`config.mk`:
```
export PLATFORM = sky130hd
export DESIGN_NAME = alu_operand_stage
export DESIGN_NICKNAME = d
export VERILOG_FILES = /design/src/rtl/alu_operand_stage_pkg.sv /design/src/rtl/alu_operand_stage_imm_gen.sv /design/src/rtl/alu_operand_stage.sv
export SDC_FILE = /design/constraint.sdc
export NUM_CORES = 1
export LEC_CHECK = 0
export CORE_MARGIN = 5
export CORE_UTILIZATION = 45
export CTS_BUF_LIST = sky130_fd_sc_hd__clkbuf_2
export CTS_CLUSTER_DIAMETER = 120
export DETAILED_ROUTE_END_ITERATION = 8
export PLACE_DENSITY = 0.88
export SYNTH_ARGS = -nofsm -noshare
export SYNTH_HDL_FRONTEND = slang
export SYNTH_SLANG_ARGS = --single-unit
```
`constraint.sdc`:
```
create_clock -name clk -period 6.25 [get_ports clk]
set_input_delay 0.625 -clock clk [delete_from_list [all_inputs] [get_ports clk]]
set_output_delay 0.625 -clock clk [all_outputs]
set_load 0.02 [all_outputs]
```
`src/rtl/alu_operand_stage_pkg.sv`:
```
// rtl/alu_operand_stage_pkg.sv - opcode, ALU code constants and funch translation shared by the operand stage
package alu_operand_stage_pkg;

   localparam logic [4:0] OPC_OP     = 5'b01100;
   localparam logic [4:0] OPC_OP_IMM = 5'b00100;
   localparam logic [4:0] OPC_LUI    = 5'b01101;
   localparam logic [4:0] OPC_AUIPC  = 5'b00101;

   localparam logic [6:0] FUNCH_BASE   = 7'b0000000;
   localparam logic [6:0] FUNCH_ALT    = 7'b0100000;
   localparam logic [6:0] FUNCH_MULDIV = 7'b0000001;

   localparam logic [2:0] FUNC_ADD = 3'b000;
   localparam logic [2:0] FUNC_SLL = 3'b001;
   localparam logic [2:0] FUNC_SR  = 3'b101;

   typedef struct packed {
      logic [6:0] funch;
      logic [2:0] func;
   } alu_code_t;

   localparam alu_code_t ALU_ADD = '{funch: FUNCH_BASE, func: FUNC_ADD};

   // The ALU encodes logical right shift with ALT and arithmetic with BASE, the reverse of RISC-V.
   function automatic logic [6:0] translate_shift_funch(input logic [6:0] funct7);
      logic [6:0] res;
      res = funct7;
      if (funct7 == FUNCH_BASE) begin
         res = FUNCH_ALT;
      end else if (funct7 == FUNCH_ALT) begin
         res = FUNCH_BASE;
      end
      return res;
   endfunction

endpackage

```
`src/rtl/alu_operand_stage_imm_gen.sv`:
```
// rtl/alu_operand_stage_imm_gen.sv - combinational I-type, U-type and shift-amount immediate extraction
module alu_operand_stage_imm_gen
   import alu_operand_stage_pkg::*;
#(
   parameter int XLEN = 32
) (
   input  logic [31:12]     instr_hi,
   output logic [XLEN-1:0]  imm_i,
   output logic [XLEN-1:0]  imm_u,
   output logic [4:0]       shamt
);

   assign imm_i = {{(XLEN-12){instr_hi[31]}}, instr_hi[31:20]};
   assign imm_u = {instr_hi[31:12], 12'b0};
   assign shamt = instr_hi[24:20];

endmodule

```
`src/rtl/alu_operand_stage.sv`:
```
// rtl/alu_operand_stage.sv - execute-entry register: decode, operand select with forwarding, ALU code translation
module alu_operand_stage
   import alu_operand_stage_pkg::*;
#(
   parameter int XLEN       = 32,
   parameter bit FWD_ENABLE = 1'b1
) (
   input  logic             clk,
   input  logic             rst,
   input  logic             in_valid,
   output logic             in_ready,
   input  logic [31:0]      instr,
   input  logic [XLEN-1:0]  pc,
   output logic [4:0]       rs1_addr,
   output logic [4:0]       rs2_addr,
   input  logic [XLEN-1:0]  rs1_data,
   input  logic [XLEN-1:0]  rs2_data,
   input  logic             fwd_valid,
   input  logic [4:0]       fwd_rd,
   input  logic [XLEN-1:0]  fwd_data,
   input  logic             flush,
   output logic             out_valid,
   input  logic             out_ready,
   output logic [2:0]       alu_func,
   output logic [6:0]       alu_funch,
   output logic [4:0]       alu_mode,
   output logic [XLEN-1:0]  alu_in1,
   output logic [XLEN-1:0]  alu_in2,
   output logic [4:0]       out_rd,
   output logic             out_illegal
);

   logic [XLEN-1:0] imm_i;
   logic [XLEN-1:0] imm_u;
   logic [4:0]      shamt;

   alu_operand_stage_imm_gen #(.XLEN(XLEN)) u_imm_gen (
      .instr_hi (instr[31:12]),
      .imm_i    (imm_i),
      .imm_u    (imm_u),
      .shamt    (shamt)
   );

   logic unused_instr_size;
   assign unused_instr_size = &{1'b0, instr[1:0]};

   assign rs1_addr = instr[19:15];
   assign rs2_addr = instr[24:20];

   logic [XLEN-1:0] rs1_val;
   logic [XLEN-1:0] rs2_val;

   always_comb begin
      rs1_val = rs1_data;
      rs2_val = rs2_data;
      if (FWD_ENABLE && fwd_valid && (fwd_rd != 5'd0)) begin
         if (fwd_rd == rs1_addr) rs1_val = fwd_data;
         if (fwd_rd == rs2_addr) rs2_val = fwd_data;
      end
      if (rs1_addr == 5'd0) rs1_val = '0;
      if (rs2_addr == 5'd0) rs2_val = '0;
   end

   logic [4:0]      mode;
   logic [2:0]      funct3;
   logic [6:0]      funct7;
   logic            dec_legal;
   alu_code_t       dec_code;
   logic [XLEN-1:0] dec_in1;
   logic [XLEN-1:0] dec_in2;
   logic [4:0]      dec_rd;

   assign mode   = instr[6:2];
   assign funct3 = instr[14:12];
   assign funct7 = instr[31:25];

   always_comb begin
      dec_legal = 1'b0;
      dec_code  = ALU_ADD;
      dec_in1   = '0;
      dec_in2   = '0;
      case (mode)
         OPC_OP: begin
            dec_in1        = rs1_val;
            dec_in2        = rs2_val;
            dec_code.func  = funct3;
            dec_code.funch = funct7;
            dec_legal      = (funct7 == FUNCH_BASE) || (funct7 == FUNCH_MULDIV) ||
                             ((funct7 == FUNCH_ALT) && ((funct3 == FUNC_ADD) || (funct3 == FUNC_SR)));
            if (funct7 != FUNCH_MULDIV) begin
               if (funct3 == FUNC_SR) dec_code.funch = translate_shift_funch(funct7);
               if ((funct3 == FUNC_SLL) || (funct3 == FUNC_SR)) begin
                  dec_in2 = {{(XLEN-5){1'b0}}, rs2_val[4:0]};
               end
            end
         end
         OPC_OP_IMM: begin
            dec_in1        = rs1_val;
            dec_in2        = imm_i;
            dec_code.func  = funct3;
            dec_code.funch = FUNCH_BASE;
            dec_legal      = 1'b1;
            if (funct3 == FUNC_SLL) begin
               dec_in2   = {{(XLEN-5){1'b0}}, shamt};
               dec_legal = (funct7 == FUNCH_BASE);
            end else if (funct3 == FUNC_SR) begin
               dec_in2        = {{(XLEN-5){1'b0}}, shamt};
               dec_legal      = (funct7 == FUNCH_BASE) || (funct7 == FUNCH_ALT);
               dec_code.funch = translate_shift_funch(funct7);
            end
         end
         OPC_LUI: begin
            dec_in2   = imm_u;
            dec_legal = 1'b1;
         end
         OPC_AUIPC: begin
            dec_in1   = pc;
            dec_in2   = imm_u;
            dec_legal = 1'b1;
         end
         default: begin
            dec_legal = 1'b0;
         end
      endcase
      // Illegal encodings collapse to a harmless ADD of zeros with no destination.
      if (!dec_legal) begin
         dec_code = ALU_ADD;
         dec_in1  = '0;
         dec_in2  = '0;
      end
      dec_rd = dec_legal ? instr[11:7] : 5'd0;
   end

   logic            out_valid_q,   out_valid_d;
   logic            out_illegal_q, out_illegal_d;
   alu_code_t       code_q,        code_d;
   logic [4:0]      mode_q,        mode_d;
   logic [XLEN-1:0] in1_q,         in1_d;
   logic [XLEN-1:0] in2_q,         in2_d;
   logic [4:0]      rd_q,          rd_d;
   logic            accept;

   assign in_ready = !flush && (!out_valid_q || out_ready);
   assign accept   = in_valid && in_ready;

   always_comb begin
      out_valid_d   = out_valid_q;
      out_illegal_d = out_illegal_q;
      code_d        = code_q;
      mode_d        = mode_q;
      in1_d         = in1_q;
      in2_d         = in2_q;
      rd_d          = rd_q;
      if (flush) begin
         out_valid_d = 1'b0;
      end else if (accept) begin
         out_valid_d   = 1'b1;
         out_illegal_d = !dec_legal;
         code_d        = dec_code;
         mode_d        = mode;
         in1_d         = dec_in1;
         in2_d         = dec_in2;
         rd_d          = dec_rd;
      end else if (out_ready) begin
         out_valid_d = 1'b0;
      end
   end

   always_ff @(posedge clk) begin
      if (rst) begin
         out_valid_q   <= 1'b0;
         out_illegal_q <= 1'b0;
         code_q        <= '0;
         mode_q        <= '0;
         in1_q         <= '0;
         in2_q         <= '0;
         rd_q          <= '0;
      end else begin
         out_valid_q   <= out_valid_d;
         out_illegal_q <= out_illegal_d;
         code_q        <= code_d;
         mode_q        <= mode_d;
         in1_q         <= in1_d;
         in2_q         <= in2_d;
         rd_q          <= rd_d;
      end
   end

   assign out_valid   = out_valid_q;
   assign out_illegal = out_illegal_q;
   assign alu_func    = code_q.func;
   assign alu_funch   = code_q.funch;
   assign alu_mode    = mode_q;
   assign alu_in1     = in1_q;
   assign alu_in2     = in2_q;
   assign out_rd      = rd_q;

endmodule

```
; ---- Yosys cells after proc, flatten, opt, wreduce, memory -nomap -nowiden
; Index checks and enable logic that the tools add are counted.
[word_totals]
ff_bits = 86
wordCells = 71
out_inout_bits = 97
input_bits = 171
[classes]
eq_ne = 11
reduce_logical = 23
muxes = 28
bitwise_logic = 1
[ops]
columns = op, count
row1 = two-way mux 32 bit, 12
row2 = case mux 32 bit (3 select lines), 1
row3 = case mux 32 bit (2 select lines), 1
row4 = two-way mux 7 bit, 6
row5 = case mux 10 bit (2 select lines), 1
row6 = equality test 5 x 3 -> 1 bit (second input constant), 2
row7 = equality test 5 x 4 -> 1 bit (second input constant), 2
row8 = equality test 5 bit, 2
row9 = logical NOT 5 bit, 2
row10 = two-way mux 10 bit, 1
row11 = equality test 7 x 1 -> 1 bit (second input constant), 1
row12 = equality test 7 x 6 -> 1 bit (second input constant), 1
row13 = logical NOT 7 bit, 1
row14 = inequality test 7 x 1 -> 1 bit (second input constant), 1
row15 = logical OR 1 bit, 6
row16 = OR reduction 2 bit, 3
row17 = two-way mux 5 bit, 1
row18 = nonzero test 5 bit, 1
row19 = logical AND 1 bit, 4
row20 = two-way mux 1 bit, 4
row21 = equality test 3 x 1 -> 1 bit (second input constant), 1
row22 = equality test 3 bit (second input constant), 1
row23 = logical NOT 1 bit, 3
row24 = logical NOT 3 bit, 1
row25 = other kinds (4), 4

; ---- Logic depth before layout (Yosys ltp)
; Gate-level depths: netlist (run 1).
[depth]
ltp_word = 8
mapped_depth = 7
depth_no_buf = 5

; ---- Hierarchy
; From an unflattened synthesis (run 1), not the netlist that was laid out.
[hier_totals]
cells_unflattened = 630
hier_area_um2 = 5485.3
[modules_own_cells]
columns = mod, area_each_um2, instances, seq_area_each_um2, cells_per_inst
row1 = alu_operand_stage, 4963.5, 1, 1721.7, 560
row2 = alu_operand_stage_imm_gen, 521.8, 1, 0.0, 70

; ---- Worst setup path before layout (run 1)
; No wires, ideal clock.
[synth_path]
path_kind = input to register
from = input instr[6]
to = register in2_q[17] (netlist: alu_in2[17])
required_time_ps = 6184
arrival_ps = 2494
n_path_buf = 2
setup_ps = 66
cell_stages = 7
setup_slack_ps = 3690
path_cell_list = or4b_4 > or4b_4 > o221ai_4 > and3_1 > buf_6 > buf_12 > a2bb2oi_2
[synth_via]
elab_chain_len = 4
elab_cells_between_ends = 8
classes_between = eq/ne (4) / mux (3) / reduce/logical (1)
[synth_rtl]
columns = element, line
row1 = start: declaration, alu_operand_stage.sv:12  ; input logic [31:0] instr,
row2 = equality test 5 x 3 -> 1 bit / equality test 5 x 4 -> 1 bit (equally long branches), alu_operand_stage.sv:82  ; case (mode)
row3 = OR reduction 2 bit (no line), --
row4 = case mux 32 bit (3 select lines) / case mux 1 bit (3 select lines) (equally long branches), alu_operand_stage.sv:82
row5 = two-way mux 32 bit *, alu_operand_stage.sv:126  ; if (!dec_legal) begin
row6 = end signal: assignment, alu_operand_stage.sv:184  ; in2_q <= in2_d;
row7 = end: declaration, alu_operand_stage.sv:139  ; logic [XLEN-1:0] in2_q, in2_d;
; Mark *: on every way between the ends. The rest lies on a longest branch, timed or not.
; A chain may end at the register's enable or synchronous reset.

; ---- Worst setup path after layout (run 1)
[layout_path]
from = input instr[6]
to = register in2_q[31] (netlist: alu_in2[31])
; Same word-level chain as after synthesis.

==> results of run 1 <==
-- worst reg2reg max path, stage by stage (launching register included) --
cell	delay, ns
sky130_fd_sc_hd__dfxtp_1	0.41
sky130_fd_sc_hd__nand2b_1	0.13
sky130_fd_sc_hd__a21oi_4	0.81
sky130_fd_sc_hd__nand2_1	0.23
sky130_fd_sc_hd__a21boi_0	0.19
sky130_fd_sc_hd__a22oi_1	0.17
-- stage by stage --
step	cell area (sq um)	hold slack, ns	utilization (%)	cells
after floorplan	5440	0.533	-	634
after global placement	7980	0.441	67.0	986
after detailed placement	7980	0.447	67.0	986
after CTS	8120	0.474	68.2	1002
after global routing	8120	0.508	68.2	1002
final	8120	0.469	68.2	1002
-- where the power goes --
group          switching, W  total (W)  internal, W
sequential       0.00000123   0.000554     0.000553
combinational      0.000116   0.000250     0.000133
clock              0.000215   0.000349     0.000134
total              0.000333    0.00115     0.000820
-- synth_stat cells, drive strengths merged, types with 2 or more instances --
master       instances
a22oi               12
nor4b                2
and4                 2
xor2                 5
o21ai               65
a22o                 5
nor4                 2
and3                66
a221oi              37
dlygate4sd3          2
clkbuf              44
a2bb2oi             19
xnor2                6
and2                26
nor3                 2
dfxtp               86
or4b                 3
dlygate4sd1          3
nand2               62
inv                  2
a21boi             102
nand3                2
buf                 19
nor2b                3
a21o                 2
a32o                 4
nand2b               2
a21oi                9
nor2                 7
a211oi              22
-- metal layers --
| metal | up-vias | wire length (um) |
|---|---|---|
| met1 | 2832 | 8290 |
| met5 | - | 0 |
| met4 | 0 | 751 |
| li1 | 2811 | - |
| met2 | 329 | 10200 |
| met3 | 59 | 1870 |
-- state kept, by name, indices dropped and copies added, names as in the netlist --
| name | cells |
|---|---|
| alu_func | 3 |
| alu_funch | 7 |
| alu_in1 | 32 |
| alu_in2 | 32 |
| alu_mode | 5 |
| out_illegal | 1 |
| out_rd | 5 |
| out_valid | 1 |
-- worst max-delay path by stage --
stage,end,slack (ns),from
floorplan,alu_in2[17]$_SDFFE_PP0P_,3.69,instr[6]
global placement,alu_in2[28]$_SDFFE_PP0P_,2.80,instr[26]
detailed placement,alu_in2[31]$_SDFFE_PP0P_,2.71,instr[6]
CTS,alu_in2[31]$_SDFFE_PP0P_,3.36,instr[6]
global route,alu_in2[31]$_SDFFE_PP0P_,3.22,instr[6]
finish,alu_in2[31]$_SDFFE_PP0P_,3.36,instr[6]
-- cells by family after synthesis --
kind of cell	synth area share, %
flops	31.7
simple gates	19.0
mux	0.184
buf+inv	7.59
xor+xnor	1.77
compound gates	39.8
-- final cells by class --
class / instances / area (sq um)
multi-input combinational: 477 / 3350
sequential: 86 / 1720
clock inverter: 7 / 98.8
fill: 965 / 3790
inverter: 2 / 7.51
timing repair buffer: 274 / 2720
tap: 147 / 184
clock buffer: 9 / 45.0
==> tab_implementation.tex, run 1 <==
\begin{tabular}{lr}
\hline
Metric & Value \\
\hline
\multicolumn{2}{l}{\textbf{Global routing}} \\
\quad Wire length of the first global-routing pass & about 32000 um \\
\quad GRT Overall Usage & between 20\% and 30\% \\
\quad Top Usage Layer GRT & met2 \\
\quad Met1 routing resource usage after global routing & roughly a third \\
\quad Met2 layer usage reported by global route & 48.1\% \\
\quad Met3 GRT Util & 7.78\% \\
\quad Pin count of the biggest net entering global routing & 65 \\
\quad Vias in the first global route & 6100 \\
\quad Total grt overflow & 0 \\
\quad Initial antenna violation count & 0 \\
\multicolumn{2}{l}{\textbf{Worst setup path}} \\
\quad Crit path max-delay family & simple AND/OR/NAND/NOR gates \\
\quad Cells traversed along the worst timing path & clkdlybuf4s50\_1, or4b\_4, nor4b\_2, buf\_4, a21o\_1, a211oi\_1, o31ai\_1 \\
\quad Sort of element at the start of the critical path & primary input \\
\quad Worst reg2reg startpoint & out\_valid\$\_SDFFE\_PP0P\_ \\
\quad Largest stage delay, worst path & between 0.9 and 1 ns \\
\quad Reg2reg end & alu\_in2[8]\$\_SDFFE\_PP0P\_ \\
\quad Setup Crit Path Kind & primary input to flip-flop \\
\quad CP Depth & 7 \\
\quad Required time of the critical path & just under 7 ns \\
\quad Buffering stage count on the worst path with inverters included & 2 \\
\quad Kind of end point of the critical path & flip-flop \\
\quad Worst-case register-to-register setup slack & between 4 and 5 ns \\
\quad Arrival time of the worst setup path & roughly 3.4 ns \\
\quad Slowest cell on the critical path & sky130\_fd\_sc\_hd\_\_nor4b\_2 \\
\quad Maximum fanout encountered on the critical timing path & 12 \\
\quad Register-to-Register Path Depth & 5 \\
\multicolumn{2}{l}{\textbf{Clocking}} \\
\quad Total number of clock tree sinks & 86 \\
\quad Insertion delay of the later-clocked pin in the worst-skew pair & around 0.61 ns \\
\quad Buffers from clock root to sink, at most & 2 \\
\quad Clock root buffer & sky130\_fd\_sc\_hd\_\_clkbuf\_2 \\
\quad Post-CTS Setup Repair Bufs & 0 \\
\quad Number of H-tree branching levels & 3 \\
\quad Inserted Clock Buffers & 9 \\
\quad Number of gates resized after cts & 0 \\
\quad CTS clk-pin slew, worst paths & roughly 0.25 ns \\
\quad TritonCTS clock tree & built \\
\quad Hold bufs inserted after CTS & 0 \\
\multicolumn{2}{l}{\textbf{Hold path}} \\
\quad Hold Crit Class & flip-flop to flip-flop \\
\quad End point of the worst hold path & alu\_mode[4]\$\_SDFFE\_PP0P\_ \\
\quad Origin of the worst min-delay path & alu\_mode[4]\$\_SDFFE\_PP0P\_ \\
\quad Hold path cells & 2 \\
\multicolumn{2}{l}{\textbf{Synthesis}} \\
\quad Count of distinct cell types in the synthesized netlist & about 60 \\
\quad Mapped Nets & 805 \\
\quad Area of the mapped netlist & 0.00544 sq mm \\
\quad Share of the yosys chip area belonging to registers & a little under a third \\
\quad Proportion of synthesized flip-flops having asynchronous set or reset & 0\% \\
\quad Syn. warnings & 0 \\
\quad Leading area contributor after synthesis & sky130\_fd\_sc\_hd\_\_dfxtp\_1 \\
\quad Synth top area cells & sky130\_fd\_sc\_hd\_\_dfxtp\_1 32\%, sky130\_fd\_sc\_hd\_\_a21boi\_0 14\%, sky130\_fd\_sc\_hd\_\_and3\_1 7.0\%, sky130\_fd\_sc\_hd\_\_o21ai\_0 5.8\%, sky130\_fd\_sc\_hd\_\_a221oi\_1 5.6\% \\
\quad Number of synthesized flops with an enable pin & 0 \\
\quad Share of the synthesized area in the top cell type & between 30\% and 40\% \\
\quad Most used flip-flop cell after synthesis & sky130\_fd\_sc\_hd\_\_dfxtp\_1 \\
\quad Synthesized netlist cell count & 634 \\
\quad Count of state elements after synthesis & 86 \\
\quad Post-Synthesis Mean Instance Area & around 8.6 sq um \\
\multicolumn{2}{l}{\textbf{Timing}} \\
\quad Final total negative setup slack & 0 ns \\
\quad Post-route minimum period & around 2.9 ns \\
\quad Final hold viol count & 0 \\
\quad Worst rel slew slack & 9.29\% \\
\quad Worst Setup Slack, final & 3.36 ns \\
\quad Transition time at the pin with the least slew margin & approximately 1.4 ns \\
\quad Final period utilization & 46.3\% \\
\quad Setup repair after global routing missed its margin & no \\
\quad Achievable Freq & around 0.35 GHz \\
\quad Setup Skew & 0.0194 ns \\
\quad Setup-failing EPs final & 0 \\
\quad Total count of max-transition violations in the final report & 0 \\
\multicolumn{2}{l}{\textbf{Pwr}} \\
\quad Power after layout & 0.00115 W \\
\quad Power density over the cells & around 140 mW/mm\^{}2 \\
\quad Leakage Power & just under 3 nW \\
\quad IR Drop Worst-Case VDD & 0.0935 mV \\
\multicolumn{2}{l}{\textbf{Placement}} \\
\quad Final estimated routing congestion in global placement & 0.834 \\
\quad Port Buffer Count & around 270 \\
\quad Hpwl dp & approximately 16000 um \\
\quad Minimum setup slack after placement & 2.71 ns \\
\multicolumn{2}{l}{\textbf{Final layout}} \\
\quad Leading cell type in the layout, fill and taps excluded & sky130\_fd\_sc\_hd\_\_clkdlybuf4s50\_1 \\
\quad Commonest cells after routing, fill and taps aside & 264 x sky130\_fd\_sc\_hd\_\_clkdlybuf4s50\_1, 101 x sky130\_fd\_sc\_hd\_\_a21boi\_0, 86 x sky130\_fd\_sc\_hd\_\_dfxtp\_1, 63 x sky130\_fd\_sc\_hd\_\_o21ai\_0 \\
\quad Fin nets & between 1000 and 1500 \\
\quad Fraction of final layout cells with drive strength greater than 1 & about 8\% \\
\quad Total inserted antenna cells & 0 \\
\quad Synthesis-to-layout area growth & 49.4\% \\
\multicolumn{2}{l}{\textbf{Floorplanning}} \\
\quad Die outline area & roughly 0.014 sq mm \\
\quad Die height & roughly 120 um \\
\quad Die span in x & between 100 and 150 um \\
\quad Starting density of the core & around 46\% \\
\quad Core area & 0.0119 sq mm \\
\quad Boundary pin count & 268 \\
\quad Rows & 40 \\
\multicolumn{2}{l}{\textbf{Run}} \\
\quad Number of maximum-capacitance violations & 0 \\
\multicolumn{2}{l}{\textbf{Detailed routing}} \\
\quad Mean routed wirelength per cell & approximately 21 um \\
\quad Via count & around 6000 \\
\quad Initial DRC count & 431 \\
\quad Post-route DRC violation count & 0 \\
\quad Total wirelength of the detailed-routed design & between 20000 and 25000 um \\
\quad First-pass iteration count of the detailed router & 5 \\
\quad Antenna-violating nets left & 0 \\
\quad Mean number of vias per cell & between 6 and 7 \\
\multicolumn{2}{l}{\textbf{Outcome}} \\
\quad Run status & complete, no violations \\
\hline
\end{tabular}
No activity file was read; power rests on OpenSTA's default activity.
==> run 2, diff against run 1 <==
CORE_UTILIZATION = 42   (was 45)
PLACE_DENSITY = 0.83   (was 0.88)
clock period = 2.8 ns   (was 6.25 ns; I/O delays follow)
==> tab_implementation.tex, run 2 (synthesized netlist as in run 1, its figures left out) <==
\begin{tabular}{lr}
\hline
Metric & Value \\
\hline
\multicolumn{2}{l}{\textbf{Placement}} \\
\quad Port Buffer Count & 265 (unchanged) \\
\quad Final estimated routing congestion in global placement & 0.867 (+4.1\%) \\
\quad Hpwl dp & 16800 um (+6.6\%) \\
\quad DP Cell Count & 1031 (+4.6\%) \\
\quad Cell area after placement & 0.00826 sq mm (+3.5\%) \\
\multicolumn{2}{l}{\textbf{Worst setup path}} \\
\quad Setup Crit Path Kind & primary input to flip-flop \\
\quad Crit path max-delay family & simple AND/OR/NAND/NOR gates \\
\quad Slowest cell on the critical path & sky130\_fd\_sc\_hd\_\_or4b\_4 \\
\quad Worst reg2reg startpoint & out\_valid\$\_SDFFE\_PP0P\_ \\
\quad Cells traversed along the worst timing path & clkdlybuf4s50\_1, or4b\_4, or4b\_4, o221ai\_4, nand2\_4, a221oi\_1 \\
\quad Most common cell on crit path & sky130\_fd\_sc\_hd\_\_or4b\_4 \\
\quad Kind of end point of the critical path & flip-flop \\
\quad Worst-case register-to-register setup slack & 0.90 ns (-3.35 ns) \\
\quad Required time of the critical path & 3.28 ns (-3.51 ns) \\
\quad Maximum fanout encountered on the critical timing path & 37 (+25) \\
\quad Register-to-Register Path Depth & 6 (+1) \\
\quad Reg2reg end & alu\_in1[6]\$\_SDFFE\_PP0P\_ \\
\quad Sort of element at the start of the critical path & primary input \\
\quad Largest stage delay, worst path & 0.54 ns (-0.41 ns) \\
\quad Arrival time of the worst setup path & 2.82 ns (-0.61 ns) \\
\quad CP Depth & 6 (-1) \\
\quad Buffering stage count on the worst path with inverters included & 1 (-1) \\
\multicolumn{2}{l}{\textbf{Global routing}} \\
\quad Met1 routing resource usage after global routing & 33.4\% (+0.074 points) \\
\quad Top Usage Layer GRT & met2 \\
\quad Pin count of the biggest net entering global routing & 65 (unchanged) \\
\quad Initial antenna violation count & 1 (+1) \\
\quad GRT Overall Usage & 27.8\% (-0.55 points) \\
\quad Wire length of the first global-routing pass & 33100 um (+2.3\%) \\
\quad Met3 GRT Util & 8.08\% (+0.31 points) \\
\quad Met2 layer usage reported by global route & 45.9\% (-2.1 points) \\
\quad Total grt overflow & 0 (unchanged) \\
\quad Vias in the first global route & 6149 (+0.80\%) \\
\multicolumn{2}{l}{\textbf{Timing}} \\
\quad Transition time at the pin with the least slew margin & 0.694 ns (-0.667 ns) \\
\quad Final period utilization & $\sim$83\% \\
\quad Final hold viol count & 0 (unchanged) \\
\quad Setup repair after global routing missed its margin & no \\
\quad Worst rel slew slack & 53.6\% (+44 points) \\
\quad Achievable Freq & between 0.4 and 0.5 GHz \\
\quad Setup Skew & 0.0184 ns (-0.00109 ns) \\
\quad Post-route minimum period & between 2 and 2.5 ns \\
\quad Total count of max-transition violations in the final report & 0 (unchanged) \\
\quad Final total negative setup slack & 0 ns (unchanged) \\
\quad Setup-failing EPs final & 0 (unchanged) \\
\multicolumn{2}{l}{\textbf{Final layout}} \\
\quad Synthesis-to-layout area growth & 54.4\% \\
\quad Design Area, Final & 0.00839 sq mm (+3.3\%) \\
\quad Final core utilization & 66.2\% (-2.0 points) \\
\quad Commonest cells after routing, fill and taps aside & 264 x sky130\_fd\_sc\_hd\_\_clkdlybuf4s50\_1, 101 x sky130\_fd\_sc\_hd\_\_a21boi\_0, 86 x sky130\_fd\_sc\_hd\_\_dfxtp\_1, 63 x sky130\_fd\_sc\_hd\_\_o21ai\_0 \\
\quad Fraction of final layout cells with drive strength greater than 1 & 10.4\% (+2.3 points) \\
\quad Fin nets & 1042 (+2.1\%) \\
\quad Final instance count without filler cells & 1048 (+4.6\%) \\
\quad Final-layout fill cell count & 1053 (+9.1\%) \\
\quad Total inserted antenna cells & 0 (unchanged) \\
\quad Leading cell type in the layout, fill and taps excluded & sky130\_fd\_sc\_hd\_\_clkdlybuf4s50\_1 \\
\multicolumn{2}{l}{\textbf{Floorplanning}} \\
\quad Die outline area & 0.0153 sq mm (+6.5\%) \\
\quad Boundary pin count & 268 (unchanged) \\
\quad Core area & 0.0127 sq mm (+6.4\%) \\
\quad Die height & 124 um (+3.2\%) \\
\quad Die span in x & 124 um (+3.2\%) \\
\quad Starting density of the core & 42.9\% (-2.7 points) \\
\quad Rows & 41 (+2.5\%) \\
\multicolumn{2}{l}{\textbf{Pwr}} \\
\quad Proportion of total power due to net switching & 29.8\% (+0.89 points) \\
\quad Internal Power & 0.00178 W (+120\%) \\
\quad Power density over the cells & 301 mW/mm\^{}2 (+110\%) \\
\quad Clk network pwr share & 27.4\% (-2.9 points) \\
\quad Sw power & 0.000753 W (+130\%) \\
\quad Leakage Power & 3.00 nW (+3.9\%) \\
\quad Sequential Power Share & 48.9\% (+0.9 points) \\
\quad IR Drop Worst-Case VDD & 0.181 mV (+93\%) \\
\quad Power after layout & 0.00253 W (+120\%) \\
\quad Relative contribution of combinational cells to total power & 23.7\% (+2.0 points) \\
\multicolumn{2}{l}{\textbf{Hold path}} \\
\quad Hold path cells & 2 (unchanged) \\
\quad Origin of the worst min-delay path & instr[10] \\
\quad Hold Crit Class & primary input to flip-flop \\
\quad End point of the worst hold path & out\_rd[3]\$\_SDFFE\_PP0P\_ \\
\multicolumn{2}{l}{\textbf{Clocking}} \\
\quad Post-CTS Setup Repair Bufs & 0 (unchanged) \\
\quad Insertion delay of the later-clocked pin in the worst-skew pair & 0.59 ns (-0.02 ns) \\
\quad Total number of clock tree sinks & 86 (unchanged) \\
\quad TritonCTS clock tree & built \\
\quad Buffers from clock root to sink, at most & 2 (unchanged) \\
\quad Number of H-tree branching levels & 3 (unchanged) \\
\quad CTS clk-pin slew, worst paths & 0.28 ns (+0.03 ns) \\
\quad Number of gates resized after cts & 0 (unchanged) \\
\quad Hold bufs inserted after CTS & 1 (+1) \\
\quad Clock root buffer & sky130\_fd\_sc\_hd\_\_clkbuf\_2 \\
\quad Inserted Clock Buffers & 9 (unchanged) \\
\multicolumn{2}{l}{\textbf{Run}} \\
\quad Number of maximum-capacitance violations & 0 (unchanged) \\
\multicolumn{2}{l}{\textbf{Detailed routing}} \\
\quad Post-route DRC violation count & 0 (unchanged) \\
\quad Initial DRC count & 537 (+25\%) \\
\quad First-pass iteration count of the detailed router & 6 (+1) \\
\quad Mean routed wirelength per cell & 20.8 um (-1.1\%) \\
\quad Total wirelength of the detailed-routed design & 21800 um (+3.4\%) \\
\quad Mean number of vias per cell & 5.85 (-2.8\%) \\
\quad Antenna-violating nets left & 0 (unchanged) \\
\quad Via count & 6130 (+1.6\%) \\
\multicolumn{2}{l}{\textbf{Outcome}} \\
\quad Run status & complete, no violations \\
\hline
\end{tabular}
[run 2: cell count changes in the layout (fill, tap and decap cells not counted), sizes merged]
cell         change
buf             +20
inv              +2
clkinv           -5
dlygate4sd3      +1
bufinv           -1
clkinvlp         +3
clkbuf           +1
[run 2: worst max-delay path by stage]
stage                   from  slack, ns                  endpoint
floorplan           instr[6]       0.59  alu_in2[17]$_SDFFE_PP0P_
finish              instr[4]       0.46  alu_in1[11]$_SDFFE_PP0P_
CTS                 instr[4]       0.51  alu_in1[11]$_SDFFE_PP0P_
global route        instr[4]       0.33  alu_in1[11]$_SDFFE_PP0P_
detailed placement  instr[4]      -0.14  alu_in1[11]$_SDFFE_PP0P_
global placement    instr[6]       0.02  alu_in1[22]$_SDFFE_PP0P_
[run 2: area by class of cell]
type | count | area (sq um) | share of cell area (%)
clock buffers | 10 | 50.0 | 0.596
clock inverters | 6 | 70.1 | 0.835
inverters | 2 | 7.51 | 0.0894
multi-input cells | 477 | 3350 | 40.0
flip-flops and latches | 86 | 1720 | 20.5
well taps | 172 | 215 | 2.56
repair buffers | 295 | 2980 | 35.5
[run 2: power groups by stage]
stage,Clock [W],Combinational [W],Sequential (W)
4_1_cts,0.000707,0.000597,0.00124
5_1_grt,0.000740,0.000638,0.00124
2_1_floorplan,0,0.000205,0.00126
6_report,0.000694,0.000599,0.00124
3_5_place_dp,0,0.000593,0.00126
3_3_place_gp,0,0.000580,0.00126
[run 2: per-layer routing]
metal / share of wire, % / wire length, um
met1: 39 / 8420
met2: 48 / 10400
met3: 9.6 / 2100
met4: 4.1 / 898
met5: 0.046 / 10
[run 2: metrics by stage]
step | hold WS [ns] | setup slack, ns
final | 0.257 | 0.463
after global routing | 0.226 | 0.335
after detailed placement | 0.451 | -0.137
after global placement | 0.441 | 0.0195
after floorplan | 0.359 | 0.585
after CTS | 0.218 | 0.512
[run 2: worst reg2reg max path: stages, from the launching register on]
cell and delay, ns:
sky130_fd_sc_hd__dfxtp_1 0.41, sky130_fd_sc_hd__nand2b_1 0.14, sky130_fd_sc_hd__nand2_1 0.36, sky130_fd_sc_hd__buf_12 0.26, sky130_fd_sc_hd__nand2_1 0.16, sky130_fd_sc_hd__a21boi_0 0.16, sky130_fd_sc_hd__a221oi_1 0.31
